**config.mk**
```make
export PLATFORM = sky130hd
export DESIGN_NAME = if_fetch_stage
export DESIGN_NICKNAME = d
export VERILOG_FILES = /design/src/rtl/if_fetch_stage.sv
export SDC_FILE = /design/constraint.sdc
export NUM_CORES = 1
export LEC_CHECK = 0
export BUFFER_PORTS_ARGS = -buffer_cell sky130_fd_sc_hd__buf_2
export CAP_MARGIN = 20
export CELL_PAD_IN_SITES_DETAIL_PLACEMENT = 0
export CELL_PAD_IN_SITES_GLOBAL_PLACEMENT = 1
export CORE_MARGIN = 5
export CORE_UTILIZATION = 40
export CTS_CLUSTER_SIZE = 30
export DETAILED_ROUTE_END_ITERATION = 8
export GPL_TIMING_DRIVEN = 0
export PLACE_DENSITY = 0.81
export SYNTH_ARGS = -nofsm -noshare
export SYNTH_HDL_FRONTEND = slang
export SYNTH_SLANG_ARGS = --single-unit
```
**constraint.sdc**
```tcl
create_clock -name clk -period 7.9 [get_ports clk]
set_input_delay 0.395 -clock clk [delete_from_list [all_inputs] [get_ports clk]]
set_output_delay 0.395 -clock clk [all_outputs]
set_load 0.05 [all_outputs]
```
**src/rtl/if_fetch_stage.sv**
```systemverilog
// Instruction-fetch stage: owns the PC, drives the instruction-memory request and
// fills the IF/ID pipeline register with stall, memory-wait and redirect handling.
module if_fetch_stage #(
    parameter logic [31:0] RESET_PC = 32'h0000_0000,
    parameter int          XLEN     = 32
) (
    input  logic            clk,
    input  logic            rst,
    input  logic            stall_i,
    input  logic            pc_sel_i,
    input  logic [XLEN-1:0] branch_target_i,
    output logic            imem_req_o,
    output logic [XLEN-1:0] imem_addr_o,
    input  logic [XLEN-1:0] imem_rdata_i,
    input  logic            imem_ready_i,
    output logic [XLEN-1:0] instr_o,
    output logic [XLEN-1:0] pc_o,
    output logic [XLEN-1:0] pc_plus4_o,
    output logic            valid_o,
    output logic            misalign_o
);

    localparam logic [XLEN-1:0] NOP = XLEN'(32'h0000_0013);

    typedef enum logic {
        BOOT = 1'b0,
        RUN  = 1'b1
    } state_t;

    state_t          state_q, state_d;
    logic            req_q, req_d;
    logic [XLEN-1:0] pc_q, pc_d;
    logic [XLEN-1:0] instr_q, instr_d;
    logic [XLEN-1:0] if_pc_q, if_pc_d;
    logic [XLEN-1:0] if_pc4_q, if_pc4_d;
    logic            valid_q, valid_d;
    logic            misalign_q, misalign_d;
    logic [XLEN-1:0] pc_plus4;

    // Modulo-2^XLEN increment: the top word wraps silently to zero.
    assign pc_plus4 = pc_q + XLEN'(4);

    // Redirect beats stall, stall beats memory wait; BOOT only advances the state.
    always_comb begin
        state_d    = RUN;
        req_d      = 1'b1;
        pc_d       = pc_q;
        instr_d    = instr_q;
        if_pc_d    = if_pc_q;
        if_pc4_d   = if_pc4_q;
        valid_d    = valid_q;
        misalign_d = 1'b0;
        if (pc_sel_i) begin
            pc_d       = {branch_target_i[XLEN-1:2], 2'b00};
            instr_d    = NOP;
            valid_d    = 1'b0;
            misalign_d = |branch_target_i[1:0];
        end else if (stall_i) begin
            pc_d = pc_q;
        end else if (state_q == RUN) begin
            if (imem_ready_i) begin
                pc_d     = pc_plus4;
                instr_d  = imem_rdata_i;
                if_pc_d  = pc_q;
                if_pc4_d = pc_plus4;
                valid_d  = 1'b1;
            end else begin
                instr_d = NOP;
                valid_d = 1'b0;
            end
        end
    end

    always_ff @(posedge clk or posedge rst) begin
        if (rst) begin
            state_q    <= BOOT;
            req_q      <= 1'b0;
            pc_q       <= RESET_PC[XLEN-1:0];
            instr_q    <= NOP;
            if_pc_q    <= '0;
            if_pc4_q   <= '0;
            valid_q    <= 1'b0;
            misalign_q <= 1'b0;
        end else begin
            state_q    <= state_d;
            req_q      <= req_d;
            pc_q       <= pc_d;
            instr_q    <= instr_d;
            if_pc_q    <= if_pc_d;
            if_pc4_q   <= if_pc4_d;
            valid_q    <= valid_d;
            misalign_q <= misalign_d;
        end
    end

    assign imem_req_o  = req_q;
    assign imem_addr_o = pc_q;
    assign instr_o     = instr_q;
    assign pc_o        = if_pc_q;
    assign pc_plus4_o  = if_pc4_q;
    assign valid_o     = valid_q;
    assign misalign_o  = misalign_q;

endmodule

```
# Yosys cells after proc, flatten, opt, wreduce, memory -nomap -nowiden
# Cells that the tools add are included.
[word_totals] regBits=131 output_inout_bits=131 word_cells=30
[classes] n_addsub=1 n_eq_ne=1 muxes=13 bitwise=2 n_reduce_logical=6
[op_table] op="two-way mux 32 bit" n=8
[op_table] op="adder 32 x 3 -> 32 bit (second input constant)" n=1
[op_table] op="two-way mux 1 bit" n=5
[op_table] op="AND reduction 4 bit" n=1
[op_table] op="nonzero test 2 bit" n=2
[op_table] op="AND reduction 3 bit" n=1
[op_table] op="!= test 2 x 1 -> 1 bit (second input constant)" n=1
[op_table] op="NOT 1 bit" n=2
[op_table] op="AND reduction 2 bit" n=1
[op_table] op="OR reduction 2 bit" n=1

# Logic depth before layout (Yosys ltp)
# Gate-level depths: netlist of the first run.
[depth] depth_word=5 ltp_mapped=8 depth_no_buf=6

# Least setup slack after synthesis of the first run
# OpenSTA, ideal clock, no wires.
[synth_timing] path_type="flip-flop to flip-flop" from="reg pc_q[2] (netlist: imem_addr_o[2])" to="reg if_pc4_q[22] (netlist: pc_plus4_o[22])" setup_ns=0.123 arrival_time_ns=2.345 required_time_ns=7.777 slack_ns=5.432 path_stages_with_launch=9 period_less_slack_ns=2.468 path_cell_list="dfrtp_1 > ha_1 > nand3_2 > or4_4 > buf_6 > buf_12 > nor3_2 > xnor2_1 > o21ai_1"
[synth_between] elab_chain_cells=1
[synth_lines] item="start: declaration" line="32" text="logic [XLEN-1:0] pc_q, pc_d;"
[synth_lines] item="start signal: assignment" line="78" text="pc_q <= RESET_PC[XLEN-1:0];"
[synth_lines] item="start signal: assignment" line="87" text="pc_q <= pc_d;"
[synth_lines] item="adder 32 x 3 -> 32 bit" line="41" text="assign pc_plus4 = pc_q + XLEN'(4);"
[synth_lines] item="end signal: assignment" line="90" text="if_pc4_q <= if_pc4_d;"
[synth_lines] item="end: declaration" line="35" text="logic [XLEN-1:0] if_pc4_q, if_pc4_d;"
# No other way between the ends.
# A chain may end at the register's enable or synchronous reset.

==> results of run 1 <==
cells in the final DEF, fill, tap and decap left out, drive strengths merged, types with 7 or more instances in the layout:
cell	count
buf	216
nand2	163
dfrtp	122
o21ai	60
clkbuf	53
xnor2	42
a22o	29
nor4	17
xor2	14
nor3	14
nand4	13
nor2	12
nand3	11
conb	7
clkinv	7
metrics by stage:
stage	power, mW	cells	cell area, µm²	worst slack (ns)
global placement	1.35	967	6970	2.83
floorplan	1.20	594	5780	4.18
CTS	2.22	1000	7650	5.36
global route	2.29	1000	7650	5.22
finish	2.20	1001	7650	5.44
detailed placement	1.36	968	7000	5.19
cell type report:
cell class	instances	area, µm²
Inverter	5	23.8
Multi-Input combinational cell	407	2330
Tap cell	180	225
Buffer	57	297
Sequential cell	125	3130
Fill cell	1318	6340
Antenna cell	1	2.50
Clock buffer	18	429
Clock inverter	14	219
Timing Repair Buffer	194	993
layer usage:
| metal | up-vias | global-route usage (%) | share of wire, % |
|---|---|---|---|
| li1 | 2400 | - | - |
| met1 | 2427 | 26.7 | 42 |
| met2 | 222 | 33.7 | 47 |
| met3 | 14 | 8.27 | 10 |
| met4 | 2 | 5.38 | 0.82 |
| met5 | - | 0 | 0.063 |
worst min path at each step:
stage	from	endpoint	slack, ns	cells after the start
2_1_floorplan	branch_target_i[0]	misalign_o	0.51	1
3_3_place_gp	pc_o[18]	pc_o[18]	0.45	2
3_5_place_dp	pc_o[20]	pc_o[20]	0.46	2
4_1_cts	rst	instr_o[3]	0.02	2
5_1_grt	rst	instr_o[12]	0.04	2
6_report	rst	instr_o[12]	0.006	2
cells in the mapped netlist, types with 2 or more instances:
cell	number	area share, %
nand2_1	163	11
dfrtp_1	122	53
o21ai_0	42	3.7
xnor2_1	42	6.4
clkbuf_1	32	2.1
a22o_1	29	4.4
o21ai_1	18	1.6
xor2_1	14	2.1
buf_4	13	1.7
nand4_1	13	1.4
nor2_1	12	0.78
nor4_1	11	1.2
nand3_1	9	0.78
nor3_1	9	0.78
nor4_2	6	1.3
buf_2	5	0.43
inv_1	5	0.33
nor3_2	5	0.87
and4_1	3	0.46
clkbuf_2	3	0.26
dfstp_2	3	1.4
o22a_1	3	0.46
a21oi_1	2	0.17
buf_1	2	0.13
conb_1	2	0.13
o21a_1	2	0.26
or2_2	2	0.22
cells by family (layout without fill, tap and decap cells):
group           count (synthesis)  after routing
other cells                     2              8
mux                             1              1
fa+ha+maj                       1              1
buf+inv                        62            288
compound gates                 98             98
xor+xnor                       56             56
simple gates                  244            244
flops                         125            125
flip-flops by register name (all words and copies together) (netlist names):
signal / cells
valid_o: 1
pc_plus4_o: 30
imem_req_o: 1
misalign_o: 1
pc_o: 30
imem_addr_o: 30
instr_o: 32
power groups by stage:
stage	clock, mW	combinational [mW]	sequential, mW
4_1_cts	0.869	0.575	0.776
2_1_floorplan	0	0.136	1.06
3_5_place_dp	0	0.573	0.786
6_report	0.855	0.569	0.775
3_3_place_gp	0	0.566	0.782
5_1_grt	0.901	0.605	0.787
worst register-to-register path: cells and delay by family (launching register included):
kind / cells / cell delay (ns)
buf+inv: 2 / 0.99
simple gates: 4 / 1.00
flops: 1 / 0.40
==> run summary, run 1 <==
core area -> 14000 µm²
final worst-path cycle share -> 31.2%
H-tree Lvls -> 4
post-synthesis xor/xnor area fraction -> 8.52%
sequential fraction of the synthesis area -> 54.4%
Synth Area in Compound Gates -> 10.8%
grt total ovfl -> 0
CP Capture Point -> pc_o[22]
Slew @ Worst Pin -> 0.967 ns
Final nets -> 877
Synth async-reset ratio -> 100%
power share of the clock group -> 38.9%
Root Buffer -> clkbuf_16
CP top delay family -> simple AND/OR/NAND/NOR gates
Final Hold Fails -> 0
via/cell ratio -> 5.06
Yosys cell types -> 44
total global routing track utilization -> 21.0%
Synth Warn # -> 0
worst-path cell chain -> nand3b_2, nor2_1, clkbuf_1, clkbuf_1, nand2_1, nand2_1
initial drt markers -> 319
clock-pin transition on the worst setup and hold timing paths -> 0.06 ns
syn avg cell area -> 9.78 µm²
Final Wtd Congestion -> 0.801
postcts setup bufs -> 0
Die X -> 130 µm
setup tns final -> 0 ns
post-synthesis simple-gate area fraction -> 20.3%
# setup viols final -> 0
Synth Flop Type -> dfrtp_1
CTS Sinks -> 125
peak supply drop -> 0.000146 V
R2R cell count -> 6
Die Span Y -> 130 µm
power density over the cells -> 287 nW/µm²
vias in the first global route -> 5172
CP required -> 8.25 ns
fin crit period -> 2.46 ns
cells after synthesis -> 589
relative slew slack -> 34.9%
maximum clock rate -> 406 MHz
Crit path buffers/inverters -> 2
CTS tree -> done
final hold slack -> 0.00614 ns
largest family of logic cells by synthesized area -> simple AND/OR/NAND/NOR gates
clk buf depth -> 2
Sw Ratio -> 35.8%
crit-path max cell delay -> 0.54 ns
WL/cell -> 17.4 µm
max cap viols -> 0
boundary pin count -> 200
worst reg2reg path endpoint -> pc_o[22]
crit path kind -> reg -> reg
# DRC -> 0
Placement Rows -> 43
mux cell area share after synthesis -> 0.174%
Pre-antenna DRT Iters -> 5
Worst Skew -> 0.0214 ns
remaining antenna violation count -> 0
share of cells above drive strength 1 -> 33.0%
first-pass GRT wire length -> 27200 µm
area delta synth->final -> 32.9%
CTS resizes -> 0
final core occ -> 54.7%
status -> completed
Clk Latency, worst-skew pair -> 0.43 ns
P_leak -> 3.74 nW
Psw -> 0.788 mW
Detailed Route WL -> 17400 µm
startpoint types -> register
Final HPWL DP -> 12900 µm
initial antenna violation count -> 1
Critical Path Slowest Stage Cell -> clkbuf_1
Hold Crit Class -> in -> async
critical path endpoint category -> register
Mapped Area -> 5760 µm²
RSZ-0062 raised after global routing -> no
Crit Path Max Fanout -> 10
P_int -> 1.41 mW
Worst Path Arrival -> 2.81 ns
TritonCTS buffer count -> 17
fin. max-slew vios -> 0
worst setup path start -> imem_req_o
largest net degree at the start of global routing -> 74
CP Depth -> 6
Via Count -> 5065
Combinational Power Share -> 25.9%
I/O Buffers -> 193
DIE AREA -> 16900 µm²
Yosys reg bits -> 125
Post-Synth Adder-Cell Area -> 0.217%
initial core utilization -> 41.2%
flop-to-flop setup slack -> 5.44 ns
Hold-fix buffers, CTS -> 0
Reg2Reg Launch Point -> imem_req_o
number of synthesized flops with an enable pin -> 0
Sequential Power Share -> 35.3%
No activity file was read; power rests on OpenSTA's default activity.
==> inputs of run 2 (changes only) <==
--- a/config.mk
+++ b/config.mk
@@ -5,16 +5,17 @@
 export SDC_FILE = /design/constraint.sdc
 export NUM_CORES = 1
 export LEC_CHECK = 0
+export ABC_AREA = 1
 export BUFFER_PORTS_ARGS = -buffer_cell sky130_fd_sc_hd__buf_2
 export CAP_MARGIN = 20
 export CELL_PAD_IN_SITES_DETAIL_PLACEMENT = 0
 export CELL_PAD_IN_SITES_GLOBAL_PLACEMENT = 1
 export CORE_MARGIN = 5
-export CORE_UTILIZATION = 40
+export CORE_UTILIZATION = 36
 export CTS_CLUSTER_SIZE = 30
 export DETAILED_ROUTE_END_ITERATION = 8
 export GPL_TIMING_DRIVEN = 0
-export PLACE_DENSITY = 0.81
+export PLACE_DENSITY = 0.76
 export SYNTH_ARGS = -nofsm -noshare
 export SYNTH_HDL_FRONTEND = slang
 export SYNTH_SLANG_ARGS = --single-unit
==> constraint.sdc (replaced) <==
create_clock -name clk -period 2.5 [get_ports clk]
set_input_delay 0.125 -clock clk [delete_from_list [all_inputs] [get_ports clk]]
set_output_delay 0.125 -clock clk [all_outputs]
set_load 0.05 [all_outputs]
==> run summary, run 2 <==
status -> completed
I/O Buffers -> 193
Die X -> 135 µm
synth cell count leaders -> nand2_1 (223), dfrtp_1 (122), inv_1 (51)
boundary pin count -> 200
Root Buffer -> clkbuf_16
startpoint types -> register
Sw Ratio -> 35.6%
core area -> 15300 µm²
crit path kind -> reg -> reg
Final HPWL DP -> 13900 µm
Worst Path Arrival -> 1.97 ns
Mapped Area -> 5610 µm²
antenna diode count -> 0
area delta synth->final -> 45.9%
placement-stage cell area -> 6930 µm²
Combinational Power Share -> 26.8%
remaining antenna violation count -> 0
# setup viols final -> 0
Worst Skew -> 0.0158 ns
peak supply drop -> 0.000494 V
Sequential Power Share -> 34.5%
number of synthesized flops with an enable pin -> 0
worst-path cell chain -> ha_1, nand2_2, nor2_4, nand2_4, nor2_2, nand2_1, nand3_1, nand3_1
total global routing track utilization -> 21.6%
crit-path max cell delay -> 0.40 ns
leading cell type in the layout, fill and taps excluded -> nand2_1
CTS Sinks -> 125
largest cells by area after synthesis -> dfrtp_1 (54%), nand2_1 (15%), a22o_1 (4.5%), nand3_1 (4.5%), o21ai_0 (3.5%)
Synth Warn # -> 0
DIE AREA -> 18200 µm²
RSZ-0062 raised after global routing -> no
sequential fraction of the synthesis area -> 55.8%
initial antenna violation count -> 0
Detailed Route WL -> 19300 µm
grt total ovfl -> 0
Hold Crit Class -> in -> reg
Pre-antenna DRT Iters -> 5
post-synth top area cell -> dfrtp_1
initial core utilization -> 36.8%
max FFs per register -> 32
CP most frequent cell -> nand3_1
Synth async-reset ratio -> 100%
WL/cell -> 16.9 µm
Final Hold Fails -> 0
FILL cells -> 1443
power density over the cells -> 887 nW/µm²
power share of the clock group -> 38.8%
Critical Path Slowest Stage Cell -> dfrtp_1
Synth Flop Type -> dfrtp_1
relative slew slack -> 54.6%
clk buf depth -> 2
cells after synthesis -> 641
Clk Latency, worst-skew pair -> 0.43 ns
Hold Crit Depth -> 5
P_leak -> 4.39 nW
CTS resizes -> 0
via/cell ratio -> 4.80
share of cells above drive strength 1 -> 31.5%
critical path endpoint category -> register
vias in the first global route -> 5688
fin. max-slew vios -> 0
CP top delay family -> simple AND/OR/NAND/NOR gates
P_int -> 4.68 mW
CP required -> 2.81 ns
CTS tree -> done
# DRC -> 0
maximum clock rate -> 604 MHz
Yosys cell types -> 29
Psw -> 2.59 mW
initial drt markers -> 349
CP Depth -> 8
R2R cell count -> 8
Via Count -> 5491
Yosys reg bits -> 125
largest net degree at the start of global routing -> 41
setup tns final -> 0 ns
fin crit period -> 1.66 ns
Placement Rows -> 45
Crit path buffers/inverters -> 0
TritonCTS buffer count -> 17
final worst-path cycle share -> 66.3%
clock-pin transition on the worst setup and hold timing paths -> 0.06 ns
Final Wtd Congestion -> 0.795
Slew @ Worst Pin -> 0.681 ns
max cap viols -> 0
top-count cell post-synth -> nand2_1
Tot Pwr -> 7.26 mW
top cell type's share of synthesized area -> 54.4%
H-tree Lvls -> 4
fin area -> 8190 µm²
Die Span Y -> 135 µm
syn avg cell area -> 8.76 µm²
Crit Path Max Fanout -> 6
Final nets -> 990
first-pass GRT wire length -> 30300 µm
most frequent cells in the layout -> nand2_1 (223), buf_2 (213), dfrtp_1 (122)
## run 2: routing by layer
metal  vias to the layer above  track usage [%]  share of wire (%)
met5                         -                0                  0
met4                         0             7.24                1.6
met3                        25             6.11                8.7
met2                       233             35.2                 48
met1                      2618             27.6                 42
li1                       2615                -                  -
## run 2: repair_timing
item / in CTS / in global routing
hold endpoints to repair: 81 / 0
hold buffers: 59 / 0
buffers inserted: 0 / 0
## run 2: cell families after synthesis
family	after synthesis	share of synthesized area, %
buf+inv	87	6.87
compound gates	91	10.6
other cells	2	0.134
fa+ha+maj	1	0.223
simple gates	334	26.2
flops	125	55.8
xor+xnor	1	0.156
## run 2: final cells by class
type | instances | area, µm² | share of cell area [%]
buffer | 31 | 175 | 2.14
clock buffer | 20 | 457 | 5.58
clock inverter | 12 | 215 | 2.63
inverter | 56 | 214 | 2.61
multi-input combinational | 434 | 2110 | 25.8
sequential | 125 | 3130 | 38.2
tap | 211 | 264 | 3.22
timing repair buffer | 255 | 1620 | 19.7
## run 2: worst paths after layout
path / slack, ns / from / to
max in group asynchronous: 1.52 / rst / pc_o[18]
max: 0.84 / imem_addr_o[2] / imem_addr_o[14]
max reg2reg: 0.84 / imem_addr_o[2] / imem_addr_o[14]
min: 0.007 / branch_target_i[27] / imem_addr_o[27]
min reg2reg: 0.48 / pc_plus4_o[29] / pc_plus4_o[29]
min in group asynchronous: 0.35 / rst / instr_o[3]
## run 2: worst min-delay path, delay by kind of cell
| family | cells | cell delay [ns] |
|---|---|---|
| compound gates | 1 | 0.06 |
| simple gates | 2 | 0.09 |
| buf+inv | 2 | 0.12 |
## run 2: power by group through the flow
stage | Clock, mW | Combinational (mW) | Sequential [mW]
after floorplan | 0 | 0.425 | 3.44
after global placement | 0 | 1.86 | 2.52
after detailed placement | 0 | 1.88 | 2.53
after CTS | 2.86 | 1.96 | 2.50
after global routing | 2.96 | 2.07 | 2.54
final | 2.81 | 1.94 | 2.50
## run 2: through the flow
step | std cells | setup WS [ns] | util [%] | hold WS (ns)
2_1_floorplan | 646 | 0.730 | - | 0.244
3_3_place_gp | 1050 | 0.0268 | 45.0 | 0.344
3_5_place_dp | 1053 | 0.854 | 45.4 | 0.261
4_1_cts | 1144 | 0.827 | 53.7 | 0.00129
5_1_grt | 1144 | 0.664 | 53.7 | 0.0299
6_report | 1144 | 0.844 | 53.7 | 0.00716
==> inputs of run 3 (changes only) <==
--- a/config.mk
+++ b/config.mk
@@ -11,11 +11,11 @@
 export CELL_PAD_IN_SITES_DETAIL_PLACEMENT = 0
 export CELL_PAD_IN_SITES_GLOBAL_PLACEMENT = 1
 export CORE_MARGIN = 5
-export CORE_UTILIZATION = 36
+export CORE_UTILIZATION = 33
 export CTS_CLUSTER_SIZE = 30
 export DETAILED_ROUTE_END_ITERATION = 8
 export GPL_TIMING_DRIVEN = 0
-export PLACE_DENSITY = 0.76
+export PLACE_DENSITY = 0.73
 export SYNTH_ARGS = -nofsm -noshare
 export SYNTH_HDL_FRONTEND = slang
 export SYNTH_SLANG_ARGS = --single-unit
==> constraint.sdc (replaced) <==
create_clock -name clk -period 1.3 [get_ports clk]
set_input_delay 0.065 -clock clk [delete_from_list [all_inputs] [get_ports clk]]
set_output_delay 0.065 -clock clk [all_outputs]
set_load 0.05 [all_outputs]
==> run summary, run 3 (same netlist as run 2, synthesis figures left out) <==
max cap viols -> 0
boundary pin count -> 200
grt total ovfl -> 0
initial antenna violation count -> 0
Root Buffer -> clkbuf_16
I/O Buffers -> 193
placement-stage cell area -> 7130 µm²
Slew @ Worst Pin -> 0.733 ns
# setup viols final -> 52
Final Worst Setup Slack -> -0.179 ns
clk buf depth -> 2
leading cell type in the layout, fill and taps excluded -> buf_2
Worst Path Arrival -> 1.83 ns
Detailed Route WL -> 19800 µm
Tot Pwr -> 13.5 mW
fin area -> 9190 µm²
WL/cell -> 16.7 µm
fin crit period -> 1.48 ns
Hold Crit Class -> in -> reg
TritonCTS buffer count -> 17
most frequent cells in the layout -> buf_2 (193), nand2_1 (174), dfrtp_1 (94)
fin. max-slew vios -> 0
CTS Sinks -> 125
critical path endpoint category -> register
H-tree Lvls -> 4
share of cells above drive strength 1 -> 47.3%
Final Wtd Congestion -> 0.793
Worst Skew -> 0.00732 ns
first-pass GRT wire length -> 30000 µm
Die X -> 140 µm
largest net degree at the start of global routing -> 40
total global routing track utilization -> 19.4%
relative slew slack -> 51.1%
status -> complete, but fails checks
Pre-antenna DRT Iters -> 4
Final Hold Fails -> 0
final core occ -> 55.2%
core area -> 16600 µm²
CP required -> 1.65 ns
Crit Path Max Fanout -> 6
Die Span Y -> 140 µm
Final HPWL DP -> 13900 µm
max FFs per register -> 32
final non-filler cell total -> 1184
placed insts -> 1062
initial core utilization -> 33.7%
flop-to-flop setup slack -> -0.18 ns
DIE AREA -> 19700 µm²
remaining antenna violation count -> 0
initial drt markers -> 226
CTS tree -> done
setup tns final -> -5.06 ns
via/cell ratio -> 4.62
FILL cells -> 1509
P_leak -> 4.66 nW
vias in the first global route -> 5531
maximum clock rate -> 676 MHz
Via Count -> 5467
failing checks -> negative setup slack
startpoint types -> register
Placement Rows -> 47
crit path kind -> reg -> reg
antenna diode count -> 0
# DRC -> 0
RSZ-0062 raised after global routing -> yes
area delta synth->final -> 63.8%
peak supply drop -> 0.000944 V
power density over the cells -> 1470 nW/µm²
Final nets -> 1021
final worst-path cycle share -> 114%
clock-pin transition on the worst setup and hold timing paths -> 0.06 ns
Clk Latency, worst-skew pair -> 0.41 ns
run 3: cell types whose count changed in the layout (fill, tap and decap cells not counted), moves of 22 or more:
cell,change
nand3_1,-33
o21ai_0,-24
nand2_2,+30
buf_4,+22
dfrtp_2,+28
nand3_2,+30
nand2_1,-49
dfrtp_1,-28
run 3: worst max-delay path: stages, from the launching register on:
cell and delay (ns):
dfrtp_2 0.39, ha_4 0.15, nand2_4 0.06, nor2_4 0.19, nand2_4 0.13, nor2_4 0.20, nand2_1 0.08, nand2_1 0.07
nand3_2 0.08, nand2_1 0.06
run 3: worst paths after layout:
check | start | endpoint | depth (start not counted)
worst min register to register | pc_plus4_o[6] | pc_plus4_o[6] | 2
min in group asynchronous | rst | valid_o | 3
max in group asynchronous | rst | instr_o[1] | 5
worst min-delay path | pc_sel_i | instr_o[1] | 4
worst max register to register | imem_addr_o[2] | imem_addr_o[26] | 9
worst max-delay path | imem_addr_o[2] | imem_addr_o[26] | 9
run 3: where the power goes:
| part | internal (mW) | switching [mW] |
|---|---|---|
| Combinational | 1.16 | 2.96 |
| Clock | 2.77 | 1.78 |
| Sequential | 4.43 | 0.459 |
run 3: layout make-up:
type	instances	area, µm²	share of cell area, %
sequential	125	3170	34.4
tap	220	275	2.99
inverter	56	219	2.38
buffer	30	294	3.20
clock buffer	22	474	5.16
clock inverter	10	90.1	0.980
timing repair buffer	287	2000	21.8
multi-input combinational	434	2670	29.1
run 3: repair_timing:
action,CTS,global route
pin swaps,22,18
resized for setup,42,126
buffers inserted,13,8
endpoints found under the hold margin,98,0
gates cloned,0,5
hold buffers,66,0
endpoints found under the setup margin,89,118
run 3: routing by layer:
layer	wire, µm	vias to the layer above	track usage [%]
li1	-	2676	-
met1	8910	2612	25.6
met2	9440	158	31.6
met3	1150	21	4.87
met4	302	0	5.76
met5	0	-	0
run 3: per-stage QoR:
stage / hold slack [ns] / setup slack (ns)
5_1_grt: 0.181 / -0.253
6_report: 0.161 / -0.179
3_5_place_dp: 0.0829 / -0.311
2_1_floorplan: 0.190 / -0.433
3_3_place_gp: 0.281 / -1.45
4_1_cts: 0.189 / -0.189
